### config.mk
export PLATFORM = sky130hd
export DESIGN_NAME = uart_tx_ctrl
export DESIGN_NICKNAME = d
export VERILOG_FILES = /design/src/rtl/uart_tx_pkg.sv /design/src/rtl/uart_tx_serializer.sv /design/src/rtl/uart_tx_ctrl.sv
export SDC_FILE = /design/constraint.sdc
export NUM_CORES = 1
export LEC_CHECK = 0
export ABC_AREA = 1
export CAP_MARGIN = 25
export CORE_MARGIN = 10
export CORE_UTILIZATION = 51
export DETAILED_ROUTE_END_ITERATION = 8
export PLACE_DENSITY_LB_ADDON = 0.08
export SLEW_MARGIN = 20
export SYNTH_ARGS = -nofsm -noshare
export SYNTH_HDL_FRONTEND = slang
export SYNTH_HIERARCHICAL = 1
export SYNTH_SLANG_ARGS = --single-unit
### constraint.sdc
create_clock -name CLK -period 1.6 [get_ports CLK]
set_input_delay 0.32 -clock CLK [delete_from_list [all_inputs] [get_ports CLK]]
set_output_delay 0.32 -clock CLK [all_outputs]
set_load 0.02 [all_outputs]
### src/rtl/uart_tx_pkg.sv
`default_nettype none
// ============================================================================
// Module   : uart_tx_pkg
// Purpose  : Shared types and constants for the UART transmit controller.
//            Holds the controller state enum, the default data width and a
//            helper that sizes the serializer bit counter.
// Revision : 1.0 - initial release
// ============================================================================
package uart_tx_pkg;

  localparam int DATA_WIDTH_DEF = 8;

  typedef enum logic [2:0] {
    IDLE   = 3'd0,
    START  = 3'd1,
    DATA   = 3'd2,
    PARITY = 3'd3,
    STOP   = 3'd4
  } tx_state_e;

  // Bit-counter width for a given number of data bits (never below 1).
  function automatic int cnt_width(input int w);
    return (w > 1) ? $clog2(w) : 1;
  endfunction

endpackage
`default_nettype wire

### src/rtl/uart_tx_serializer.sv
`default_nettype none
// ============================================================================
// Module   : uart_tx_serializer
// Purpose  : Shift register plus bit counter for the UART data field.
//            ser_out always presents the next data bit (LSB first); the
//            controller registers it into the TX line as it shifts.
// Ports    : CLK, RST      - bit clock, async active-low reset
//            load          - capture P_DATA, clear the counter
//            shift_en      - advance one data bit
//            P_DATA        - parallel data
//            ser_out       - bit to be driven on the next bit period
//            ser_done      - high during the last data bit period
// Revision : 1.0 - initial release
// ============================================================================
module uart_tx_serializer
  import uart_tx_pkg::*;
#(
  parameter int DATA_WIDTH = DATA_WIDTH_DEF
) (
  input  logic                  CLK,
  input  logic                  RST,
  input  logic                  load,
  input  logic                  shift_en,
  input  logic [DATA_WIDTH-1:0] P_DATA,
  output logic                  ser_out,
  output logic                  ser_done
);

  localparam int CNT_W = cnt_width(DATA_WIDTH);

  logic [DATA_WIDTH-1:0] r_shreg;
  logic [CNT_W-1:0]      r_cnt;
  logic                  r_primed;

  // The first shift happens on the START->DATA edge, when bit 0 moves onto
  // the line; it does not count. r_primed marks that the line now carries a
  // data bit, so r_cnt equals the index of the bit currently on the line.
  always_ff @(posedge CLK or negedge RST) begin
    if (!RST) begin
      r_shreg  <= '0;
      r_cnt    <= '0;
      r_primed <= 1'b0;
    end else if (load) begin
      r_shreg  <= P_DATA;
      r_cnt    <= '0;
      r_primed <= 1'b0;
    end else if (shift_en) begin
      r_shreg <= r_shreg >> 1;
      if (ser_done) begin
        r_cnt    <= '0;
        r_primed <= 1'b0;
      end else if (r_primed) begin
        r_cnt <= r_cnt + CNT_W'(1);
      end else begin
        r_primed <= 1'b1;
      end
    end
  end

  assign ser_out  = r_shreg[0];
  assign ser_done = r_primed && (r_cnt == CNT_W'(DATA_WIDTH - 1));

endmodule
`default_nettype wire

### src/rtl/uart_tx_ctrl.sv
`default_nettype none
// ============================================================================
// Module   : uart_tx_ctrl
// Purpose  : UART transmit controller. Frames a parallel byte as
//            start, data (LSB first), optional parity, stop bit(s) and drives
//            a registered TX line. Requests arriving while busy are dropped.
// Macro    : UART_TX_STOP2_EN - when defined, the stop field lasts 2 bits.
// Ports    : CLK, RST      - bit clock, async active-low reset
//            P_DATA        - parallel data, sampled on the accept cycle
//            Data_Valid    - request strobe, accepted only when idle
//            PAR_EN        - parity enable, sampled on the accept cycle
//            par_bit       - parity from the parity calculator (START cycle)
//            TX_OUT        - registered serial line, idles high
//            busy          - registered, high for the whole frame
// Revision : 1.0 - initial release
// ============================================================================
module uart_tx_ctrl
  import uart_tx_pkg::*;
#(
  parameter int DATA_WIDTH = DATA_WIDTH_DEF
) (
  input  logic                  CLK,
  input  logic                  RST,
  input  logic [DATA_WIDTH-1:0] P_DATA,
  input  logic                  Data_Valid,
  input  logic                  PAR_EN,
  input  logic                  par_bit,
  output logic                  TX_OUT,
  output logic                  busy
);

  tx_state_e r_state;
  tx_state_e w_next_state;
  logic      r_tx;
  logic      r_busy;
  logic      r_par;
  logic      r_par_en;
  logic      w_next_tx;
  logic      w_next_busy;
  logic      w_load;
  logic      w_shift;
  logic      w_ser_out;
  logic      w_ser_done;
  logic      w_stop_last;

  uart_tx_serializer #(
    .DATA_WIDTH (DATA_WIDTH)
  ) u_ser (
    .CLK      (CLK),
    .RST      (RST),
    .load     (w_load),
    .shift_en (w_shift),
    .P_DATA   (P_DATA),
    .ser_out  (w_ser_out),
    .ser_done (w_ser_done)
  );

`ifdef UART_TX_STOP2_EN
  // Low in the first stop period, high in the second.
  logic r_stop_second;

  always_ff @(posedge CLK or negedge RST) begin
    if (!RST) begin
      r_stop_second <= 1'b0;
    end else if (r_state == STOP) begin
      r_stop_second <= ~r_stop_second;
    end else begin
      r_stop_second <= 1'b0;
    end
  end

  assign w_stop_last = r_stop_second;
`else
  assign w_stop_last = 1'b1;
`endif

  always_ff @(posedge CLK or negedge RST) begin
    if (!RST) begin
      r_state  <= IDLE;
      r_tx     <= 1'b1;
      r_busy   <= 1'b0;
      r_par    <= 1'b0;
      r_par_en <= 1'b0;
    end else begin
      r_state <= w_next_state;
      r_tx    <= w_next_tx;
      r_busy  <= w_next_busy;
      if (w_load) begin
        r_par_en <= PAR_EN;
      end
      // Parity is valid upstream only during START; hold our own copy.
      if (r_state == START) begin
        r_par <= par_bit;
      end
    end
  end

  // Outputs are registered: each branch sets the line value for the state
  // being entered, so TX_OUT lines up with r_state.
  always_comb begin
    w_next_state = r_state;
    w_next_tx    = 1'b1;
    w_next_busy  = 1'b1;
    w_load       = 1'b0;
    w_shift      = 1'b0;
    unique case (r_state)
      IDLE: begin
        w_next_busy = 1'b0;
        if (Data_Valid) begin
          w_load       = 1'b1;
          w_next_state = START;
          w_next_tx    = 1'b0;
          w_next_busy  = 1'b1;
        end
      end
      START: begin
        w_shift      = 1'b1;
        w_next_state = DATA;
        w_next_tx    = w_ser_out;
      end
      DATA: begin
        w_shift = 1'b1;
        if (w_ser_done) begin
          if (r_par_en) begin
            w_next_state = PARITY;
            w_next_tx    = r_par;
          end else begin
            w_next_state = STOP;
          end
        end else begin
          w_next_tx = w_ser_out;
        end
      end
      PARITY: begin
        w_next_state = STOP;
      end
      STOP: begin
        if (w_stop_last) begin
          w_next_state = IDLE;
          w_next_busy  = 1'b0;
        end
      end
      default: begin
        w_next_state = IDLE;
        w_next_busy  = 1'b0;
      end
    endcase
  end

  assign TX_OUT = r_tx;
  assign busy   = r_busy;

endmodule
`default_nettype wire

==> flow_metrics.env, run 1 <==
export IMPL_drt_drc_violations_left=0
export IMPL_vdd_ir_drop_worst_uv=1090
export IMPL_outcome="finished, final reports clean"
export IMPL_synth_top_area_share_pct=47.1
export IMPL_worst_path_max_delay_cell="sky130_fd_sc_hd__dfstp_2"
export IMPL_finalCritPeriodShare_pct=91.2
export IMPL_critical_path_class="reg2out"
export IMPL_crit_family="flip-flops"
export IMPL_kind_of_capture_point_of_the_worst_setup_path="primary output"
export IMPL_grtUsageTotal_pct=9.27
export IMPL_grt_overflow=0
export IMPL_final_layout_size_suffix_gt1_share_pct=17.8
export IMPL_synth_area_leader_cell="sky130_fd_sc_hd__dfrtp_1"
export IMPL_grt_max_degree=14
export IMPL_path_length_in_cells_of_the_critical_path=1
export IMPL_antenna_left=0
export IMPL_cts_buffers=3
export IMPL_coreArea_sq_um=1750
export IMPL_vias=765
export IMPL_cp_required_ns=1.28
export IMPL_post_synthesis_mean_instance_area_sq_um=8.78
export IMPL_postCtsSetupBuffers=0
export IMPL_max_freq_mhz=685
export IMPL_rrSetupSlack_ns=0.14
export IMPL_dr_pass1_iters=7
export IMPL_critPathLaunchType="flop"
export IMPL_gate_count_post_synth=109
export IMPL_cts_root_buffer_cell="sky130_fd_sc_hd__clkbuf_4"
export IMPL_design_final_nets=145
export IMPL_first_global_vias=745
export IMPL_final_setup_skew_ns=0.00813
export IMPL_timing_critical_path_fanout_max=1
export IMPL_finalMaxSlewViolations=0
export IMPL_tritoncts="yes"
export IMPL_routed_wirelength_microns=1790
export IMPL_grt_first_pass_wirelength_microns=3180
export IMPL_worstMarginPinSlew_ns=0.324
export IMPL_timing_max_slew_rel_slack_pct=78.4
export IMPL_syn_num_nets=124
export IMPL_pin_count=15
export IMPL_area_growth_synth_to_final_pct=22.5
export IMPL_critical_path_max_stage_delay_ns=0.52
export IMPL_power_density_nw_per_um2=1880
export IMPL_port_buffers=14
export IMPL_clk_path_buf_depth=2
export IMPL_drt_wirelength_per_cell_microns=11.6
export IMPL_fin_hold_ws_ns=0.273
export IMPL_grt_setup_unrepaired="false"
export IMPL_cts_reportedPaths_clkPinSlew_ns=0.11
export IMPL_clock_sink_count=19
export IMPL_leakage_nw=0.573
export IMPL_synth_top_cells_by_area="sky130_fd_sc_hd__dfrtp_1 47%, sky130_fd_sc_hd__nand2_1 9.4%, sky130_fd_sc_hd__nand3_1 6.3%, sky130_fd_sc_hd__a21oi_1 3.7%, sky130_fd_sc_hd__buf_6 3.5%"
export IMPL_ys_seq_elements=19
export IMPL_worstRegToRegCells=7
export IMPL_die_h_microns=63.3
export IMPL_finalSetupTns_ns=0
export IMPL_routabilityCongestion=0.810
export IMPL_critPathBufInv=1
export IMPL_crit_path_cell_trace="dlygate4sd2_1"
export IMPL_diodes=0
export IMPL_worst_hold_path_type="in2async"
export IMPL_timing_final_hold_violations=0
export IMPL_drt_iter0_drc=38
export IMPL_fin_total_pwr_mw=2.20
export IMPL_yosysWarnings=6
export IMPL_clock_insertion_delay_worst_skew_ns=0.29
export IMPL_period_minus_slack_ns=1.46
export IMPL_final_common_cell="sky130_fd_sc_hd__nand2_1"
export IMPL_layout_cells_most_common_list="24 x sky130_fd_sc_hd__nand2_1, 18 x sky130_fd_sc_hd__dfrtp_1, 12 x sky130_fd_sc_hd__nand3_1, 12 x sky130_fd_sc_hd__clkdlybuf4s50_1, 8 x sky130_fd_sc_hd__inv_1"
export IMPL_number_of_antenna_violations_at_the_first_check_in_global_routing=0
export IMPL_row_count=15
export IMPL_setup_violations_final=0
export IMPL_fp_dieW_microns=63.3
export IMPL_detail_route_vias_per_cell=4.97
export IMPL_maxCapViolCount=0
export IMPL_floorplan_initialDensity_pct=54.8
export IMPL_netlist_area_sq_um=957
export IMPL_cp_arrival_ns=1.14
export IMPL_fp_dieArea_sq_um=4010
export IMPL_count_of_h_tree_levels_built_during_cts=1
export IMPL_hpwl_microns=1420
export IMPL_synth_sequential_area_ratio_pct=49.8
export IMPL_synth_cell_types=22
==> flip-flops by register name, indices dropped and copies added, names as in the netlist <==
name and count:
TX_OUT 1, busy 1, r_par 1, r_par_en 1, r_state 3, u_ser/r_cnt 3
u_ser/r_primed 1, u_ser/r_shreg 8
==> layout make-up <==
| cell class | instances | area [sq um] |
|---|---|---|
| repair buffers | 19 | 191 |
| flip-flops and latches | 19 | 477 |
| clock buffers | 4 | 26.3 |
| fillers | 150 | 573 |
| multi-input cells | 76 | 405 |
| inverters | 11 | 41.3 |
| well taps | 25 | 31.3 |
==> cell families after synthesis <==
family	count (synthesis)	share of synthesized area, %
flops	19	49.8
buf+inv	14	7.84
fa+ha+maj	2	2.61
compound gates	19	10.7
simple gates	55	29.0
==> through the flow <==
step                      instance area [sq um]  instances  util, %  worst slack (ns)
after floorplan                             957        109        -             0.247
after global placement                     1140        150     65.6             0.102
after detailed placement                   1140        150     65.6            0.0392
after CTS                                  1170        154     67.0            0.0392
after global routing                       1170        154     67.2            0.0328
final                                      1170        154     67.2             0.141
==> timing repair <==
item	4_1_cts	5_1_grt
hold endpoints to repair	0	0
gates resized for setup	1	2
hold buffers	0	0
setup endpoints to repair	1	6
==> metal layers <==
layer / wire length [microns] / global-route usage, % / share of wire, % / up-vias
met5: 0 / 0 / 0 / -
met4: 8 / 3.28 / 0.45 / 0
met3: 83 / 2.47 / 4.6 / 2
met2: 766 / 12.4 / 43 / 21
met1: 935 / 13.5 / 52 / 343
li1: - / - / - / 399
==> power by group <==
| group | switching [mW] | internal, mW | total [mW] |
|---|---|---|---|
| clock | 0.138 | 0.0968 | 0.234 |
| sequential | 0.160 | 0.721 | 0.881 |
| combinational | 0.630 | 0.457 | 1.09 |
==> Yosys cell counts, drive strengths merged <==
master	n
a211oi	1
a21oi	8
a31oi	1
buf	3
dfrtp	18
dfstp	1
ha	2
inv	11
nand2	28
nand3	12
nand4	3
nor2	11
o21ai	9
or2	1
==> final timing paths <==
path,startpoint,end
setup / recovery,TX_OUT$_DFF_PN1_,TX_OUT
hold / removal,RST,busy$_DFF_PN0_
setup reg to reg,u_ser/r_cnt[0]$_DFFE_PN0P_,TX_OUT$_DFF_PN1_
hold reg to reg,u_ser/r_shreg[7]$_DFFE_PN0P_,u_ser/r_shreg[7]$_DFFE_PN0P_
max in group asynchronous,RST,u_ser/r_shreg[1]$_DFFE_PN0P_
min in group CLK,u_ser/r_shreg[7]$_DFFE_PN0P_,u_ser/r_shreg[7]$_DFFE_PN0P_
(Power assumes the default switching activity.)
==> run 2: changes to the inputs <==
--- a/config.mk
+++ b/config.mk
@@ -7,8 +7,9 @@
 export LEC_CHECK = 0
 export ABC_AREA = 1
 export CAP_MARGIN = 25
+export CORE_ASPECT_RATIO = 1.75
 export CORE_MARGIN = 10
-export CORE_UTILIZATION = 51
+export CORE_UTILIZATION = 40
 export DETAILED_ROUTE_END_ITERATION = 8
 export PLACE_DENSITY_LB_ADDON = 0.08
 export SLEW_MARGIN = 20
==> constraint.sdc (replaced) <==
create_clock -name CLK -period 1.4 [get_ports CLK]
set_input_delay 0.28 -clock CLK [delete_from_list [all_inputs] [get_ports CLK]]
set_output_delay 0.28 -clock CLK [all_outputs]
set_load 0.02 [all_outputs]
==> run 2 against run 1 <==
  * Via count rose by 12%
  * Cell count rose by 9.7%
  * Sequential cell count did not move
  * Total power rose by 33%
  * Clock power rose by 59%
  * Critical path type unchanged
  * Largest cell class unchanged
==> flow_metrics.env, run 2 (synthesized netlist as in run 1, its figures left out) <==
export IMPL_outcome="finished, final reports clean"
export IMPL_clock_insertion_delay_worst_skew_ns=0.25
export IMPL_timing_critical_path_fanout_max=1
export IMPL_reg_top3="u_ser/r_shreg: 8 flops, r_state: 3 flops, u_ser/r_cnt: 3 flops"
export IMPL_crit_path_cell_trace="dlygate4sd2_1"
export IMPL_kind_of_capture_point_of_the_worst_setup_path="primary output"
export IMPL_number_of_antenna_violations_at_the_first_check_in_global_routing=0
export IMPL_critical_path_max_stage_delay_ns=0.51
export IMPL_clock_sink_count=19
export IMPL_design_final_nets=160
export IMPL_worst_hold_path_type="in2async"
export IMPL_crit_family="flip-flops"
export IMPL_critPathLaunchType="flop"
export IMPL_vdd_ir_drop_worst_uv=1510
export IMPL_coreArea_sq_um=2300
export IMPL_row_count=23
export IMPL_worst_path_max_delay_cell="sky130_fd_sc_hd__dfstp_2"
export IMPL_clk_path_buf_depth=2
export IMPL_worstMarginPinSlew_ns=0.252
export IMPL_hpwl_microns=1590
export IMPL_dp_cells=157
export IMPL_grt_max_degree=20
export IMPL_register_bank_with_the_most_flops="u_ser/r_shreg"
export IMPL_critPathBufInv=1
export IMPL_tritoncts="yes"
export IMPL_fp_dieArea_sq_um=4830
export IMPL_grt_overflow=0
export IMPL_grt_first_pass_wirelength_microns=3640
export IMPL_antenna_left=0
export IMPL_vias=859
export IMPL_drt_drc_violations_left=0
export IMPL_max_freq_mhz=732
export IMPL_cp_required_ns=1.12
export IMPL_place_area_sq_um=1180
export IMPL_floorplan_initialDensity_pct=41.6
export IMPL_routed_wirelength_microns=2170
export IMPL_area_growth_synth_to_final_pct=39.0
export IMPL_port_buffers=14
export IMPL_pin_count=15
export IMPL_finish_cell_count_without_fillers=169
export IMPL_fp_dieW_microns=57.0
export IMPL_cts_root_buffer_cell="sky130_fd_sc_hd__clkbuf_8"
export IMPL_cp_arrival_ns=1.09
export IMPL_stdcell_area_sq_um=1330
export IMPL_dr_pass1_iters=4
export IMPL_largest_reg_flops=8
export IMPL_first_global_vias=860
export IMPL_drt_wirelength_per_cell_microns=12.8
export IMPL_power_density_nw_per_um2=2200
export IMPL_routabilityCongestion=0.853
export IMPL_layout_cells_most_common_list="23 x sky130_fd_sc_hd__nand2_1, 17 x sky130_fd_sc_hd__buf_4, 16 x sky130_fd_sc_hd__dfrtp_1"
export IMPL_die_h_microns=84.7
export IMPL_timing_final_hold_violations=0
export IMPL_finalMaxSlewViolations=0
export IMPL_setup_violations_final=0
export IMPL_maxCapViolCount=0
export IMPL_cts_reportedPaths_clkPinSlew_ns=0.07
export IMPL_detail_route_vias_per_cell=5.08
export IMPL_grtUsageTotal_pct=8.98
export IMPL_finalCritPeriodShare_pct=97.5
export IMPL_drt_iter0_drc=28
export IMPL_period_minus_slack_ns=1.37
export IMPL_diodes=0
export IMPL_cts_buffers=3
export IMPL_critical_path_class="reg2out"
export IMPL_final_layout_size_suffix_gt1_share_pct=34.0
export IMPL_final_setup_skew_ns=0.00120
export IMPL_count_of_h_tree_levels_built_during_cts=1
export IMPL_grt_setup_unrepaired="true"
export IMPL_timing_max_slew_rel_slack_pct=83.2
export IMPL_final_common_cell="sky130_fd_sc_hd__nand2_1"
export IMPL_leakage_nw=0.634
[run 2: cell count changes in the layout (fill, tap and decap cells not counted), sizes merged]
cell,delta
nor2,+1
dlygate4sd2,+1
inv,-1
buf,+13
clkinvlp,+2
dlymetal6s2s,-1
[run 2: power by group]
group	internal [mW]	switching, mW
Clock	0.202	0.169
Sequential	0.831	0.180
Combinational	0.686	0.854
Total	1.72	1.20
[run 2: final timing paths]
check	start	endpoint	slack, ns	cells after the start
max	TX_OUT$_DFF_PN1_	TX_OUT	0.03	1
min	RST	busy$_DFF_PN0_	0.36	2
max reg2reg	r_state[0]$_DFFE_PN0P_	u_ser/r_shreg[4]$_DFFE_PN0P_	0.04	6
min reg2reg	u_ser/r_shreg[7]$_DFFE_PN0P_	u_ser/r_shreg[7]$_DFFE_PN0P_	0.48	2
max in group asynchronous	RST	TX_OUT$_DFF_PN1_	0.77	2
min in group CLK	u_ser/r_shreg[7]$_DFFE_PN0P_	u_ser/r_shreg[7]$_DFFE_PN0P_	0.48	2
[run 2: through the flow]
step                setup slack (ns)  setup TNS [ns]  util (%)  power, mW  hold WS, ns
CTS                          0.00617               0      54.4       2.75        0.367
floorplan                     0.0470               0         -       1.94      -0.0156
global placement             -0.0832          -0.444      51.5       2.32        0.464
detailed placement           -0.0863          -0.471      51.5       2.36        0.468
global route                 -0.0872          -0.382      57.8       3.17        0.383
finish                        0.0345               0      57.8       2.92        0.360
[run 2: per-layer routing]
layer | GRT usage, % | vias up | part of all wire (%)
li1 | - | 430 | -
met5 | 0 | - | 0
met2 | 16.1 | 11 | 57
met1 | 9.08 | 414 | 37
met4 | 3.86 | 0 | 1.8
met3 | 2.87 | 4 | 4.5
[run 2: what timing repair did]
item	CTS	global route
setup buffers	3	3
endpoints found under the setup margin	7	15
pin swaps	0	5
hold buffers	0	0
resized for setup	4	18
cloned	0	2
[run 2: area by class of cell]
type                       instances  area, sq um
inverter                          11         45.0
timing repair buffer              32          277
timing repair inverter             1         7.51
fill                             219          972
tap                               25         31.3
multi-input combinational         77          445
sequential                        19          479
clock buffer                       4         45.0
